<file path="config.mk">
export PLATFORM = sky130hd
export DESIGN_NAME = unidade_controle
export DESIGN_NICKNAME = d
export VERILOG_FILES = /design/src/rtl/unidade_controle.sv
export SDC_FILE = /design/constraint.sdc
export NUM_CORES = 1
export LEC_CHECK = 0
export BUFFER_PORTS_ARGS = -buffer_cell sky130_fd_sc_hd__buf_4
export CORE_ASPECT_RATIO = 0.6
export CORE_MARGIN = 3
export CORE_UTILIZATION = 35
export DETAILED_ROUTE_END_ITERATION = 8
export GPL_TIMING_DRIVEN = 0
export HOLD_SLACK_MARGIN = 0.08
export PLACE_DENSITY = 0.56
export SLEW_MARGIN = 20
export SYNTH_ARGS = -nofsm -noshare
export SYNTH_HDL_FRONTEND = slang
export SYNTH_SLANG_ARGS = --single-unit
export TNS_END_PERCENT = 10
</file>
<file path="constraint.sdc">
create_clock -name clock -period 5.7 [get_ports clock]
set_input_delay 1.14 -clock clock [delete_from_list [all_inputs] [get_ports clock]]
set_output_delay 1.14 -clock clock [all_outputs]
set_load 0.02 [all_outputs]
</file>
<file path="src/rtl/unidade_controle.sv">
// unidade_controle: multicycle control FSM driving the RV64 datapath enables and mux selects.
// Optional macro UC_ILLEGAL_TRAP_EN: unrecognised opcodes trap (sticky illegal) instead of retiring as a NOP.
module unidade_controle #(
    parameter int unsigned MEM_LAT = 1,
    parameter int unsigned CNT_W   = 32
) (
    input  logic             clock,
    input  logic             reset,
    input  logic             start,
    input  logic             halt,
    input  logic [6:0]       opcode,
    input  logic             flag,
    output logic             weIR,
    output logic             wePC,
    output logic             weReg,
    output logic             weMem,
    output logic             sinalMux1,
    output logic             sinalMux2,
    output logic             sinalMux3,
    output logic             busy,
    output logic             instr_done,
    output logic [CNT_W-1:0] instr_count,
    output logic             illegal
);
    localparam int unsigned MCW = (MEM_LAT > 1) ? $clog2(MEM_LAT) : 1;
    localparam logic [MCW-1:0] MEM_LAST = MCW'(MEM_LAT - 1);

    typedef enum logic [2:0] {
        S_IDLE, S_FETCH, S_DECODE, S_EXEC, S_MEM, S_WB, S_TRAP
    } state_t;

    typedef enum logic [2:0] {
        C_LD, C_SD, C_ALUI, C_ALUR, C_BEQ, C_ILL
    } class_t;

    typedef struct packed {
        logic busy;
        logic we_ir;
        logic we_pc;
        logic we_reg;
        logic we_mem;
        logic mux1;
        logic mux2;
        logic mux3;
        logic done;
    } ctrl_t;

    state_t           r_state, w_nxt_state, w_after;
    class_t           r_cls, w_nxt_cls;
    logic [MCW-1:0]   r_cnt, w_nxt_cnt;
    ctrl_t            r_ctrl, w_ctrl;
    logic [CNT_W-1:0] r_count;
    logic             w_unused_flag;

    // Branch resolution happens in the datapath (Mux3 ANDs with flag).
    assign w_unused_flag = flag;

    function automatic class_t classify(input logic [6:0] op);
        case (op)
            7'b0000011: classify = C_LD;
            7'b0100011: classify = C_SD;
            7'b0010011: classify = C_ALUI;
            7'b0110011: classify = C_ALUR;
            7'b1100011: classify = C_BEQ;
            default:    classify = C_ILL;
        endcase
    endfunction

    // Moore decode of (state, class, MEM counter) into the control word.
    function automatic ctrl_t decode(input state_t s, input class_t c, input logic [MCW-1:0] cnt);
        ctrl_t o;
        logic  imm;
        o   = '0;
        imm = (c == C_LD) || (c == C_SD) || (c == C_ALUI);
        case (s)
            S_FETCH: begin
                o.busy  = 1'b1;
                o.we_ir = 1'b1;
            end
            S_DECODE, S_TRAP: o.busy = 1'b1;
            S_EXEC: begin
                o.busy = 1'b1;
                o.mux1 = imm;
                if (c == C_BEQ || c == C_ILL) begin
                    o.we_pc = 1'b1;
                    o.done  = 1'b1;
                    o.mux3  = (c == C_BEQ);
                end
            end
            S_MEM: begin
                o.busy = 1'b1;
                o.mux1 = 1'b1;
                if (cnt == MEM_LAST && c == C_SD) begin
                    o.we_mem = 1'b1;
                    o.we_pc  = 1'b1;
                    o.done   = 1'b1;
                end
            end
            S_WB: begin
                o.busy   = 1'b1;
                o.we_reg = 1'b1;
                o.we_pc  = 1'b1;
                o.done   = 1'b1;
                o.mux1   = imm;
                o.mux2   = (c == C_LD);
            end
            default: o = '0;
        endcase
        return o;
    endfunction

    assign w_after = halt ? S_IDLE : S_FETCH;

    always_comb begin
        w_nxt_state = r_state;
        w_nxt_cls   = r_cls;
        w_nxt_cnt   = r_cnt;
        case (r_state)
            S_IDLE:  if (start) w_nxt_state = S_FETCH;
            S_FETCH: w_nxt_state = S_DECODE;
            S_DECODE: begin
                w_nxt_cls = classify(opcode);
`ifdef UC_ILLEGAL_TRAP_EN
                w_nxt_state = (classify(opcode) == C_ILL) ? S_TRAP : S_EXEC;
`else
                w_nxt_state = S_EXEC;
`endif
            end
            S_EXEC: begin
                case (r_cls)
                    C_LD, C_SD: begin
                        w_nxt_state = S_MEM;
                        w_nxt_cnt   = '0;
                    end
                    C_ALUI, C_ALUR: w_nxt_state = S_WB;
                    default:        w_nxt_state = w_after;
                endcase
            end
            S_MEM: begin
                if (r_cnt == MEM_LAST) begin
                    w_nxt_state = (r_cls == C_SD) ? w_after : S_WB;
                end else begin
                    w_nxt_cnt = r_cnt + MCW'(1);
                end
            end
            S_WB:    w_nxt_state = w_after;
            S_TRAP:  w_nxt_state = S_TRAP;
            default: w_nxt_state = S_IDLE;
        endcase
        w_ctrl = decode(w_nxt_state, w_nxt_cls, w_nxt_cnt);
    end

    // Outputs are registered from the next-state decode, so they line up with r_state.
    always_ff @(posedge clock or posedge reset) begin
        if (reset) begin
            r_state <= S_IDLE;
            r_cls   <= C_LD;
            r_cnt   <= '0;
            r_ctrl  <= '0;
            r_count <= '0;
        end else begin
            r_state <= w_nxt_state;
            r_cls   <= w_nxt_cls;
            r_cnt   <= w_nxt_cnt;
            r_ctrl  <= w_ctrl;
            if (r_ctrl.done) r_count <= r_count + CNT_W'(1);
        end
    end

`ifdef UC_ILLEGAL_TRAP_EN
    logic r_illegal;

    always_ff @(posedge clock or posedge reset) begin
        if (reset)                      r_illegal <= 1'b0;
        else if (w_nxt_state == S_TRAP) r_illegal <= 1'b1;
    end

    assign illegal = r_illegal;
`else
    assign illegal = 1'b0;
`endif

    assign weIR        = r_ctrl.we_ir;
    assign wePC        = r_ctrl.we_pc;
    assign weReg       = r_ctrl.we_reg;
    assign weMem       = r_ctrl.we_mem;
    assign sinalMux1   = r_ctrl.mux1;
    assign sinalMux2   = r_ctrl.mux2;
    assign sinalMux3   = r_ctrl.mux3;
    assign busy        = r_ctrl.busy;
    assign instr_done  = r_ctrl.done;
    assign instr_count = r_count;

endmodule
</file>
== After elaboration in Yosys (flattened, before gate mapping) ==
Index checks and enable logic that the tools add are counted.
Word-level totals
  bits of input ports: 12
  flip-flop bits (word level): 48
  output and inout port bits: 42
  logic and storage cells: 74
Operators by class
  bitwise gates (word level): 1
  equality and inequality tests: 24
  reduce and logical (&&, ||, !) cells: 11
  multiplexer cells: 23
  add/subtract/negate cells: 2
Operator list (number)
  32-bit by 1-bit adder with 32-bit output, second input constant: 1
  3-bit equality test, second input constant: 8
  3-bit by 2-bit equality test with 1-bit output, second input constant: 7
  3-bit one-hot mux with 7 select lines: 1
  3-bit one-hot mux with 5 select lines: 1
  7-bit by 6-bit equality test with 1-bit output, second input constant: 2
  3-bit by 1-bit equality test with 1-bit output, second input constant: 4
  3-bit 2-to-1 mux: 4
  1-bit 2-to-1 mux: 11
  3-bit zero test: 3
  7-bit by 2-bit equality test with 1-bit output, second input constant: 1
  7-bit by 5-bit equality test with 1-bit output, second input constant: 1
  7-bit equality test, second input constant: 1
  1-bit one-hot mux with 3 select lines: 2
  3-bit one-hot mux with 2 select lines: 1
  2-bit OR reduction: 3
  6-bit OR reduction: 1
  1-bit one-hot mux with 2 select lines: 2
  1-bit logical OR: 3
  2-bit 2-to-1 mux: 1
  1-bit adder, second input constant: 1
  1-bit logical AND: 1
  1-bit inverter: 1

== Logic depth before layout (Yosys ltp) ==
  depth in word-level cells: 8
  depth in mapped cells: 6

== Worst setup path after synthesis ==
OpenSTA, ideal clock, no wires.
  kind: input-to-reg
  from: in opcode[3]
  to: reg r_ctrl (netlist bit instr_done)
  path buffers: 0
  stages: 5
  setup slack: 3.139 ns
  arrival time: 2.430 ns
  path through: nor4bb_1 > o21ai_0 > mux2_4 > nor3b_2 > or3_1
RTL lines
  start: declaration: line 11  | input logic [6:0] opcode,
  end signal: assignment: line 165  | r_ctrl <= w_ctrl;
  end: declaration: line 51  | ctrl_t r_ctrl, w_ctrl;

==> run metrics <==
clk root buf=clkbuf_8; Final Hold Vio Count=0; Combinational Power Share=31.6%; Crit. End Element=flip-flop; Overflow after GRT=0; top cells by area, synth=dfrtp_1 (55%), xnor2_1 (9.1%), xor2_1 (3.7%); R2R Setup Slk=3.69 ns; DRC viols=0; Seq/Total Area, Yosys=55.5%; most numerous cell in the Yosys netlist=dfrtp_1; Clock Path Buffers=2; Vias/cell=4.80; Setup Buffers After CTS=0; pwr/cell area=345 mW/mm^2; Slew Viols, Final=0; Buffers on Ports=51; CTS Sinks=47; status=complete, no violations; synthesized net count=194; H-tree levels=2; ys flop type=dfrtp_1; DP Cell Count=313; NetSw=0.330 mW; Yosys top cell by area=dfrtp_1; period utilisation layout=47.3%; die width=106 um; cells on worst reg2reg path=5; Worst Hold Slack=0.483 ns; DIE AREA=0.00706 mm^2; routability cong.=0.751; Critical Path Max Stage Delay=0.56 ns; Core Area=0.00570 mm^2; fillers=551; Final Net Count=253; clock latency on the worst-skew pair=0.29 ns; number of global-route vias before repair=1,425; Lkg Pwr=1.36 nW; Worst Setup SP=opcode[3]; synth warn=0; Synth Instances=181; CP max FO=5; total power=0.929 mW; Clock power frac=20.1%; VDD IR max=0.182 mV; origin of the worst min-delay path=instr_count[31]$_DFFE_PP0P_; Hold WC Path Type=reg -> reg; first-pass detailed-route iteration total=4; Worst path slowest cell=nor4bb_1; drt wl/cell=14.0 um; pin count of the biggest net entering global routing=28; placed inst area=0.00262 mm^2; sequential share of power=48.3%; post-synth top area share=55.5%; Die Y=66.3 um; Arrival @ worst endpoint=2.87 ns; CTS resizes=0; Layout Skew=0.00989 ns; fraction of layout cells with a size suffix above 1=29.3%; synth unique cells=44; Final Setup Violations=0; Finished Cell Area=0.00270 mm^2; first-pass GRT wire length=7.38 mm; Reg clk slew, reported paths=0.08 ns; Switching Share=35.5%; top cells by count, synth=dfrtp_1 (47), xnor2_1 (22), nand2_1 (12); crit start category=input pin; max-cap violation count=0; r2r endpoint=instr_count[31]$_DFFE_PP0P_; Hold Buf Count CTS=0; Non-Filler Instances=319; P_int=0.599 mW; FFs w/ async S/R, synth=100%; Final min period=2.70 ns; IO Count=54; initial drt markers=80; reg2reg start=instr_done$_DFF_PP0_; syn_area_per_cell=11.7 um^2; Slew @ Worst Pin=0.611 ns; Synth Cell Area=0.00212 mm^2; Vias=1,532; Routed WL=4.45 mm; number of synthesized flops with an enable pin=0; Sequential cell area=0.00118 mm^2; final antenna diode count=0; Crit Path Class=in -> reg; unrepaired setup endpoints after global routing=no; CTS buffer count=5; antenna violations before repair=0; Detail Placement HPWL=3.35 mm; CP required=5.87 ns; Cell Rows=21; DRT antenna net count=0; end of the critical path=instr_done$_DFF_PP0_; FMAX=371 MHz; Starting Density=37.2%; GRT Total Usage=13.4%; area grow syn2layout=27.2%; Multi-input gate area=887 um^2; CP Cell Sequence=buf_4 > nor4bb_1 > o21ai_0 > mux2_4 > nor3b_2 > or3_1; slew margin rel.=58.7%; Hold Path Depth=1; post-route setup TNS=0 ns; flops & latches, synth=47; CTS tree=built
[routing by layer]
metal,vias to the layer above,GRT usage [%],wire [um]
li1,752,-,-
met1,722,21.8,2490
met2,54,16.6,1640
met3,4,3.41,297
met4,0,3.83,34
met5,-,0,0
[flip-flops by register name, indices dropped and copies added, names as in the netlist]
name,cells
sinalMux2,1
sinalMux1,1
weIR,1
r_cnt,1
instr_count,32
r_cls,3
instr_done,1
weMem,1
busy,1
weReg,1
r_state,3
sinalMux3,1
[kinds of logic after synthesis]
family | after synthesis | share of synthesized area, %
simple gates | 70 | 20.8
flops | 47 | 55.5
xor+xnor | 31 | 12.8
compound gates | 18 | 6.20
buf+inv | 11 | 2.66
mux | 2 | 1.24
fa+ha+maj | 1 | 0.590
other cells | 1 | 0.177
[placed cells by master (no fill, tap or decap), types with 5 or more instances in the layout]
master / count
nand2_1: 12
inv_1: 6
xor2_1: 9
nand4_1: 8
xnor2_1: 22
clkbuf_8: 5
dfrtp_1: 47
nor2_1: 10
and3_1: 9
o21ai_0: 6
nand3_1: 8
buf_4: 53
[worst max-delay path: cells and delay by family]
kind,cells,cell delay [ns]
AND/OR/NAND/NOR,3,1.04
multiplexers,1,0.35
AO/OA/AOI/OAI,1,0.24
buffers and inverters,1,0.11
[layout make-up]
cell class	instances	share of cell area, %
multi-input cells	123	32.9
flip-flops and latches	47	43.6
well taps	80	3.71
inverters	7	0.975
repair buffers	52	14.9
plain buffers	4	1.11
clock buffers	6	2.69
[power by group through the flow]
stage	Clock [mW]	Combinational [mW]	Sequential, mW
final	0.187	0.294	0.448
after global placement	0	0.291	0.455
after CTS	0.193	0.297	0.449
after detailed placement	0	0.296	0.455
after floorplan	0	0.153	0.482
after global routing	0.205	0.323	0.461
[stage by stage]
stage               setup slack (ns)  utilization [%]
floorplan                       3.14                -
global placement                2.75             45.6
detailed placement              2.75             46.0
CTS                             3.06             47.3
global route                    2.84             47.3
finish                          3.00             47.3
[how the worst min path moves through the flow]
stage,to
2_1_floorplan,r_cls[1]$_DFF_PP0_
3_3_place_gp,instr_count[31]$_DFFE_PP0P_
3_5_place_dp,instr_count[15]$_DFFE_PP0P_
4_1_cts,instr_count[31]$_DFFE_PP0P_
5_1_grt,instr_count[28]$_DFFE_PP0P_
6_report,instr_count[31]$_DFFE_PP0P_
Note: power is estimated with default switching activity, not from simulation.
